<file path="src/rtl/key_event_fifo.sv">
// rtl/key_event_fifo.sv - turns the held-key level into press/repeat/release events
// and queues them in a show-ahead FIFO.
module key_event_fifo #(
   parameter int unsigned DEPTH        = 8,
   parameter int unsigned REPEAT_DELAY = 25000000,
   parameter int unsigned REPEAT_RATE  = 5000000
) (
   input  logic                       clk,
   input  logic                       rst,
   input  logic                       ready,
   input  logic [4:0]                 keycode,
   input  logic                       rd_en,
   output logic                       ev_valid,
   output logic [4:0]                 ev_code,
   output logic                       ev_release,
   output logic                       ev_repeat,
   output logic [$clog2(DEPTH+1)-1:0] count,
   output logic                       overflow
);
   localparam int PW = $clog2(DEPTH);
   localparam int CW = $clog2(DEPTH+1);
   // With REPEAT_DELAY=0 the first target wraps, but rep_hit is gated off anyway.
   localparam logic [31:0] FIRST_TGT = REPEAT_DELAY - 32'd1;
   localparam logic [31:0] NEXT_TGT  = REPEAT_RATE - 32'd1;

   typedef enum logic {IDLE = 1'b0, HELD = 1'b1} state_t;

   state_t      state, state_next;
   logic        r_ready;
   logic [4:0]  r_code;
   logic [4:0]  held_code;
   logic [31:0] cnt;
   logic        first_rep;
   logic        key_gone;
   logic        rep_hit;
   logic        push;
   logic [6:0]  push_ev;

   assign key_gone = !r_ready || (r_code != held_code);
   assign rep_hit  = (REPEAT_DELAY != 0) && (cnt == (first_rep ? FIRST_TGT : NEXT_TGT));

   always_ff @(posedge clk) begin
      if (rst) state <= IDLE;
      else     state <= state_next;
   end

   always_comb begin
      state_next = state;
      case (state)
         IDLE:    if (r_ready)  state_next = HELD;
         HELD:    if (key_gone) state_next = IDLE;
         default: state_next = IDLE;
      endcase
   end

   // Release wins over repeat when both would fire in the same cycle.
   always_comb begin
      push    = 1'b0;
      push_ev = {r_code, 2'b00};
      case (state)
         IDLE: push = r_ready;
         HELD: begin
            if (key_gone) begin
               push    = 1'b1;
               push_ev = {held_code, 2'b10};
            end else if (rep_hit) begin
               push    = 1'b1;
               push_ev = {held_code, 2'b01};
            end
         end
         default: push = 1'b0;
      endcase
   end

   always_ff @(posedge clk) begin
      if (rst) begin
         r_ready   <= 1'b0;
         r_code    <= '0;
         held_code <= '0;
         cnt       <= '0;
         first_rep <= 1'b0;
      end else begin
         r_ready <= ready;
         r_code  <= keycode;
         if (state == IDLE) begin
            if (r_ready) begin
               held_code <= r_code;
               cnt       <= '0;
               first_rep <= 1'b1;
            end
         end else if (!key_gone && REPEAT_DELAY != 0) begin
            if (rep_hit) begin
               cnt       <= '0;
               first_rep <= 1'b0;
            end else begin
               cnt <= cnt + 32'd1;
            end
         end
      end
   end

   logic [6:0]    mem [DEPTH];
   logic [PW-1:0] wr_ptr, rd_ptr;
   logic          full, do_pop, do_push;

   assign ev_valid = (count != '0);
   assign full     = (count == CW'(DEPTH));
   assign do_pop   = rd_en && ev_valid;
   assign do_push  = push && (!full || do_pop);
   assign {ev_code, ev_release, ev_repeat} = mem[rd_ptr];

   always_ff @(posedge clk) begin
      if (rst) begin
         wr_ptr   <= '0;
         rd_ptr   <= '0;
         count    <= '0;
         overflow <= 1'b0;
         for (int i = 0; i < DEPTH; i++) mem[i] <= '0;
      end else begin
         if (do_push) begin
            mem[wr_ptr] <= push_ev;
            wr_ptr      <= wr_ptr + PW'(1);
         end
         if (do_pop) rd_ptr <= rd_ptr + PW'(1);
         if (do_push && !do_pop)      count <= count + CW'(1);
         else if (do_pop && !do_push) count <= count - CW'(1);
         if (push && full && !do_pop) overflow <= 1'b1;
      end
   end
endmodule

</file>
<file path="config.mk">
export PLATFORM = sky130hd
export DESIGN_NAME = key_event_fifo
export DESIGN_NICKNAME = d
export VERILOG_FILES = /design/src/rtl/key_event_fifo.sv
export SDC_FILE = /design/constraint.sdc
export NUM_CORES = 1
export LEC_CHECK = 0
export BUFFER_PORTS_ARGS = -buffer_cell sky130_fd_sc_hd__clkbuf_2
export CAP_MARGIN = 20
export CELL_PAD_IN_SITES_DETAIL_PLACEMENT = 0
export CELL_PAD_IN_SITES_GLOBAL_PLACEMENT = 1
export CORE_MARGIN = 2
export CORE_UTILIZATION = 35
export CTS_CLUSTER_DIAMETER = 80
export CTS_CLUSTER_SIZE = 28
export DETAILED_ROUTE_END_ITERATION = 10
export GPL_TIMING_DRIVEN = 0
export HOLD_SLACK_MARGIN = 0.12
export PLACE_DENSITY = 0.65
export SLEW_MARGIN = 20
export SYNTH_ARGS = -nofsm -noshare
export SYNTH_HDL_FRONTEND = slang
export SYNTH_SLANG_ARGS = --single-unit
</file>
<file path="constraint.sdc">
create_clock -name clk -period 3.65 [get_ports clk]
set_input_delay 0.365 -clock clk [delete_from_list [all_inputs] [get_ports clk]]
set_output_delay 0.365 -clock clk [all_outputs]
set_load 0.005 [all_outputs]
</file>
==> results.md, run 1 <==
* Fin. Hold Viols at 0
* Data arrival time of the worst path at 3.77 ns
* Synth cell count leaders: dfxtp_1 (59), nor2_1 (58), edfxtp_1 (56)
* Tcrit/Tclk final at 0.936
* Final setup fails at 0
* HP Class: input port to flip-flop
* Crit start category: flip-flop
* Leakage at ~2.2 nW
* Req. time, crit path at 4.00 ns
* CTS Hold Buffers Added at 0
* Die W at between 100 and 150 µm
* Final std cells w/o fill at 811
* Via count at 4537
* Placement Rows at 46
* Post-place setup slack at -0.00516 ns
* Cell Area, Placed at 6110 µm²
* CTS root buffer: clkbuf_16
* I/O pins at 22
* DPL Wire Length at 10600 µm
* Max Cap Viol at 0
* Drt via density at 5.59
* Yosys warns at 0
* Routability cong. at 0.814
* DRT Pass-1 Iters at 5
* Syn nets at 558
* Design Area, Final at 6690 µm²
* Worst Setup Path Type: flip-flop to flip-flop
* Antenna Nets Post-Route at 0
* Number of synthesized flops with an enable pin at 56
* Mapped cell area at between 5000 and 6000 µm²
* Minimum clock period after layout at 3.42 ns
* Ranking of synthesized cells by area: edfxtp_1 (29%), dfxtp_1 (21%), mux4_2 (5.5%)
* Antenna fix cells at 0
* PortBufs at 20
* P per Cell Area at 558 nW/µm²
* Avg Inst Size Synth at 10.6 µm²
* Synth top area share at 0.293
* Normalized max-slew margin at 0.346
* Worst reg2reg setup slack at between 0.2 and 0.25 ns
* Nets at about 600
* Worst hold path depth at 2
* Clock insertion delay at the later pin of the skew report at 0.42 ns
* Final wirelength at 15400 µm
* Status: finished, final reports clean
* Sequential area share after synthesis at 0.499
* Final setup TNS at 0 ns
* Crit. End Element: flip-flop
* GR Overflow Total at 0
* Async S/R FF share, synth at 0
* Clk_skew at between 0.015 and 0.02 ns
* Fmax at 293 MHz
* Max Root-Sink Buffers at 2
* Core area at ~16000 µm²
* Synth Register Bits at 115
* Total GRT Usage at 0.184
* Residual DRC count at 0
* DR iter-0 viols at roughly 270
* First-pass GRT wire length at around 25000 µm
* Largest net degree at the start of global routing at 17
* CTS tree: yes
* Area Growth Syn to Fin at 16.6%
* Clk sinks at 115
* CTS clock-pin slew for the worst setup and hold paths at 0.06 ns
* Worst Hold Margin at 0.147 ns
* Chip height at 132 µm
* Layout cells sized above 1 at 0.176
* Initial core utilization at 0.360
* Unrepaired setup endpoints after global routing: false
* Die area at 17400 µm²
* CTS Buf Count at 17
* Peak supply drop at 0.000331 V
* Min setup slack post-route at 0.233 ns
* Vias in the first global route at around 4400
* Dpl cells at 778
* Largest area contributor in the netlist: edfxtp_1
* Top-count cell post-synth: dfxtp_1
* Worst-Margin Slew at approximately 0.97 ns
* H-tree Lvls at 4
* Distinct cell type count after synthesis at 56
* Routed length per instance at 18.9 µm
* Initial antenna violation count at 0
* Ys flop type: dfxtp_1
* Crit Path Max Fanout at 7
* Synth Instances at 542
* Max Slew Vio Count at 0
* Reg2reg path depth at 13
cell usage in the layout, fill, tap and decap left out, types with 5 or more instances in the layout:
cell type and n:
clkbuf_1 16, ha_1 6, nand2_1 42, xnor2_1 7, or4_1 15, or3_1 17
a211oi_1 32, and4_1 6, o211ai_1 8, nor3_1 5, inv_1 15, a21oi_1 21
nor2_1 58, clkbuf_2 20, o21ai_0 17, mux2_2 13, nor4_1 5, nand3_1 19
edfxtp_1 56, nor2b_1 13, and3_1 8, o21ai_1 5, o31ai_1 12, nand4_1 12
clkbuf_16 17, mux4_2 14, dfxtp_1 59
state kept, by name, summed over array words and instances, names as in the netlist, named ones only:
name and flops:
mem 56, rd_ptr 3, overflow 1, r_ready 1
state 1, r_code 5, wr_ptr 3, held_code 5
count 4, first_rep 1, cnt 32
critical path, stage by stage, from the launching register on:
cell and delay (ns):
dfxtp_1 0.48, nand4_1 0.18, or4_4 0.46, nor4_4 0.32
o21ai_2 0.16, inv_1 0.23, ha_1 0.24, inv_1 0.10
ha_1 0.28, a21o_1 0.18, a21oi_1 0.17, xnor2_1 0.09
or3_1 0.30, a21oi_1 0.14
worst paths after layout:
kind | start | to
worst max-delay path | cnt[3]$_SDFFE_PP0P_ | count[3]$_SDFFE_PP0P_
worst min-delay path | keycode[0] | r_code[0]$_SDFF_PP0_
worst max register to register | cnt[3]$_SDFFE_PP0P_ | count[3]$_SDFFE_PP0P_
worst min register to register | overflow$_SDFFE_PP0P_ | overflow$_SDFFE_PP0P_
cell type report:
class                      instances  area, µm²
fill                            1582       9260
sequential                       115       2860
multi-input combinational        386       2700
clock buffer                      17        425
tap                              216        270
clock inverter                    14        131
buffer                            26        124
timing repair buffer              22        113
inverter                          15       56.3
routing by layer:
| metal | vias to the layer above | global-route usage | part of all wire |
|---|---|---|---|
| met2 | 106 | 0.288 | 0.47 |
| met3 | 21 | 0.0319 | 0.036 |
| li1 | 2173 | - | - |
| met4 | 0 | 0.0719 | 0.018 |
| met5 | - | 0 | 0 |
| met1 | 2237 | 0.254 | 0.48 |
metrics by stage:
stage               power, mW  utilization
CTS                      3.76        0.418
detailed placement       2.19        0.383
floorplan                1.98            -
finish                   3.73        0.419
global route             3.90        0.419
global placement         2.17        0.383
kinds of logic (layout without fill, tap and decap cells):
logic type	Yosys count	count (layout)	synth area share
AO/OA/AOI/OAI	113	113	0.133
XOR/XNOR	11	11	0.0168
adder cells (fa/ha/maj)	7	7	0.0166
buffers and inverters	41	94	0.0314
flip-flops	115	115	0.499
multiplexers	31	31	0.0875
AND/OR/NAND/NOR	224	224	0.216
repair_timing:
action | in CTS | in global routing
setup endpoints to repair | 1 | 1
gates resized for setup | 0 | 2
buffers inserted | 1 | 0
endpoints found under the hold margin | 0 | 0
pin swaps | 1 | 0
power by group:
group          switching (mW)  leakage (nW)  internal (mW)
Combinational           0.358         0.846          0.301
Clock                   0.637         0.263          0.938
Sequential             0.0659          1.06           1.43
Total                    1.06          2.17           2.67
Power figures use the tool's default switching activity.
==> run 2, diff against run 1 <==
- CELL_PAD_IN_SITES_DETAIL_PLACEMENT: 0 -> not set
- CELL_PAD_IN_SITES_GLOBAL_PLACEMENT: 1 -> not set
- PLACE_DENSITY: 0.65 -> 0.55
==> results.md, run 2 (synthesis results as in run 1) <==
* Status: finished, final reports clean
* Top Registers: mem x56, cnt x32
* CTS root buffer: clkbuf_16
* Buffers and inverters on the worst path at 3
* Levels on crit path at 14
* Power share of the combinational group at 0.170
* Fin. Hold Viols at 0
* Hold wc startpoint: ready
* First-pass GRT wire length at 23400 µm
* CTS Hold Buffers Added at 0
* Worst reg2reg setup slack at 0.26 ns
* Leakage at about 2.2 nW
* Setup crit end: count[3]$_SDFFE_PP0P_
* Clk network pwr share at 0.440
* Core area at 15900 µm²
* GR Overflow Total at 0
* Register Area at approximately 2900 µm²
* Clock insertion delay at the later pin of the skew report at 0.42 ns
* Worst hold path depth at 2
* Antenna Nets Post-Route at 0
* Internal at 2.84 mW
* Crit Path Max Fanout at 7
* Initial antenna violation count at 0
* Worst-Margin Slew at 0.927 ns
* DPL Wire Length at around 10000 µm
* Tcrit/Tclk final at 0.929
* Final setup TNS at 0 ns
* Reg with most FFs: mem
* Cell chain of the critical path: nand4_1 -> or4_4 -> nor4_4 -> buf_4 -> o21ai_1 -> inv_2 -> ha_1 -> inv_1 -> ha_1 -> a21o_1 -> a21oi_1 -> xnor2_1 -> or3_1 -> a21oi_1
* Multi-input logic area at around 2700 µm²
* Drt via density at roughly 5.6
* Initial core utilization at 0.360
* Crit. End Element: flip-flop
* Minimum clock period after layout at 3.39 ns
* P per Cell Area at 570 nW/µm²
* Critical path origin: cnt[4]$_SDFFE_PP0P_
* Worst Setup Path Type: flip-flop to flip-flop
* Via count at 4560
* Die area at 17400 µm²
* Clk sinks at 115
* DR iter-0 viols at 415
* CTS tree: yes
* Final wirelength at 14700 µm
* Peak supply drop at 0.000379 V
* Reg2reg path depth at 14
* HP Class: input port to flip-flop
* DRT Pass-1 Iters at 5
* Final setup fails at 0
* CP max stage delay at 0.47 ns
* Layout cells sized above 1 at 0.180
* Routed length per instance at around 18 µm
* Final std cells w/o fill at approximately 810
* Max reg flops at 56
* Clk_skew at 0.00702 ns
* PortBufs at 20
* Data arrival time of the worst path at around 3.7 ns
* Max Root-Sink Buffers at 2
* FF-to-FF Start: cnt[4]$_SDFFE_PP0P_
* Reg power frac at 0.390
* Sw frac at 0.261
* CP max stage cell: or4_4
* Fmax at 295 MHz
* Total GRT Usage at 0.172
* Die W at 132 µm
* Vias in the first global route at 4379
* Dpl cells at around 780
* I/O pins at 22
* Most frequent cells in the layout: nor2_1 (58), dfxtp_1 (58), edfxtp_1 (56)
* NetSw at roughly 1.0 mW
* CTS clock-pin slew for the worst setup and hold paths at 0.05 ns
* Residual DRC count at 0
* Antenna fix cells at 0
* Largest net degree at the start of global routing at 17
* Req. time, crit path at around 4.0 ns
* Fillers at 1531
* Max Slew Vio Count at 0
* Normalized max-slew margin at 0.380
* Crit Reg-Reg Endpoint: count[3]$_SDFFE_PP0P_
* Max Cap Viol at 0
* Placement Rows at 46
* Crit start category: flip-flop
* H-tree Lvls at 4
* Unrepaired setup endpoints after global routing: false
* Area Growth Syn to Fin at 17.7%
* Chip height at 132 µm
* Routability cong. at 0.872
* CTS Buf Count at 17
* Min setup slack post-route at ~0.26 ns
* Post-place setup slack at 0.0658 ns
* Delay-heaviest family, CP: simple AND/OR/NAND/NOR gates
* Nets at 599
run 2: cell types whose count changed in the layout (fill, tap and decap cells not counted), moves of 2 or more:
cell	delta
nor4bb_1	-2
clkbuf_1	+3
bufinv_16	+2
nor4bb_2	+2
clkbuf_8	+2
clkinvlp_4	-3
o21ai_1	+2
inv_6	-4
run 2: cell type report:
| cell class | count | area share |
|---|---|---|
| plain buffers | 26 | 0.0184 |
| clock buffers | 22 | 0.0688 |
| clock inverters | 10 | 0.0198 |
| inverters | 15 | 0.00834 |
| multi-input cells | 386 | 0.403 |
| flip-flops and latches | 115 | 0.424 |
| well taps | 216 | 0.0400 |
| repair buffers | 22 | 0.0171 |
run 2: power by group through the flow:
stage | Clock [mW] | Sequential, mW | Combinational, mW
after floorplan | 0 | 1.51 | 0.471
after global placement | 0 | 1.52 | 0.646
after detailed placement | 0 | 1.52 | 0.656
after CTS | 1.71 | 1.50 | 0.659
after global routing | 1.76 | 1.51 | 0.738
final | 1.69 | 1.50 | 0.655
run 2: worst min-delay path by stage:
stage | slack (ns) | end
after floorplan | 0.44 | overflow$_SDFFE_PP0P_
after global placement | 0.45 | overflow$_SDFFE_PP0P_
after detailed placement | 0.46 | overflow$_SDFFE_PP0P_
after global routing | 0.16 | r_ready$_SDFF_PP0_
after CTS | 0.15 | r_ready$_SDFF_PP0_
final | 0.16 | r_ready$_SDFF_PP0_
run 2: routing by layer:
metal / global-route usage / vias to the layer above / part of all wire
met5: 0 / - / 0
met4: 0.0700 / 0 / 0.021
met3: 0.0392 / 37 / 0.048
met2: 0.270 / 137 / 0.46
met1: 0.229 / 2222 / 0.47
li1: - / 2164 / -
run 2: timing repair:
action                                  in CTS  in global routing
resized for setup                            0                  7
buffers inserted                             0                  2
endpoints found under the setup margin       0                  1
run 2: stage by stage:
stage	cell area, µm²	power (mW)	utilization	hold slack [ns]
2_1_floorplan	5740	1.98	-	0.442
3_3_place_gp	6110	2.16	0.383	0.449
3_5_place_dp	6110	2.18	0.383	0.456
4_1_cts	6700	3.87	0.420	0.148
5_1_grt	6750	4.00	0.423	0.156
6_report	6750	3.84	0.423	0.157
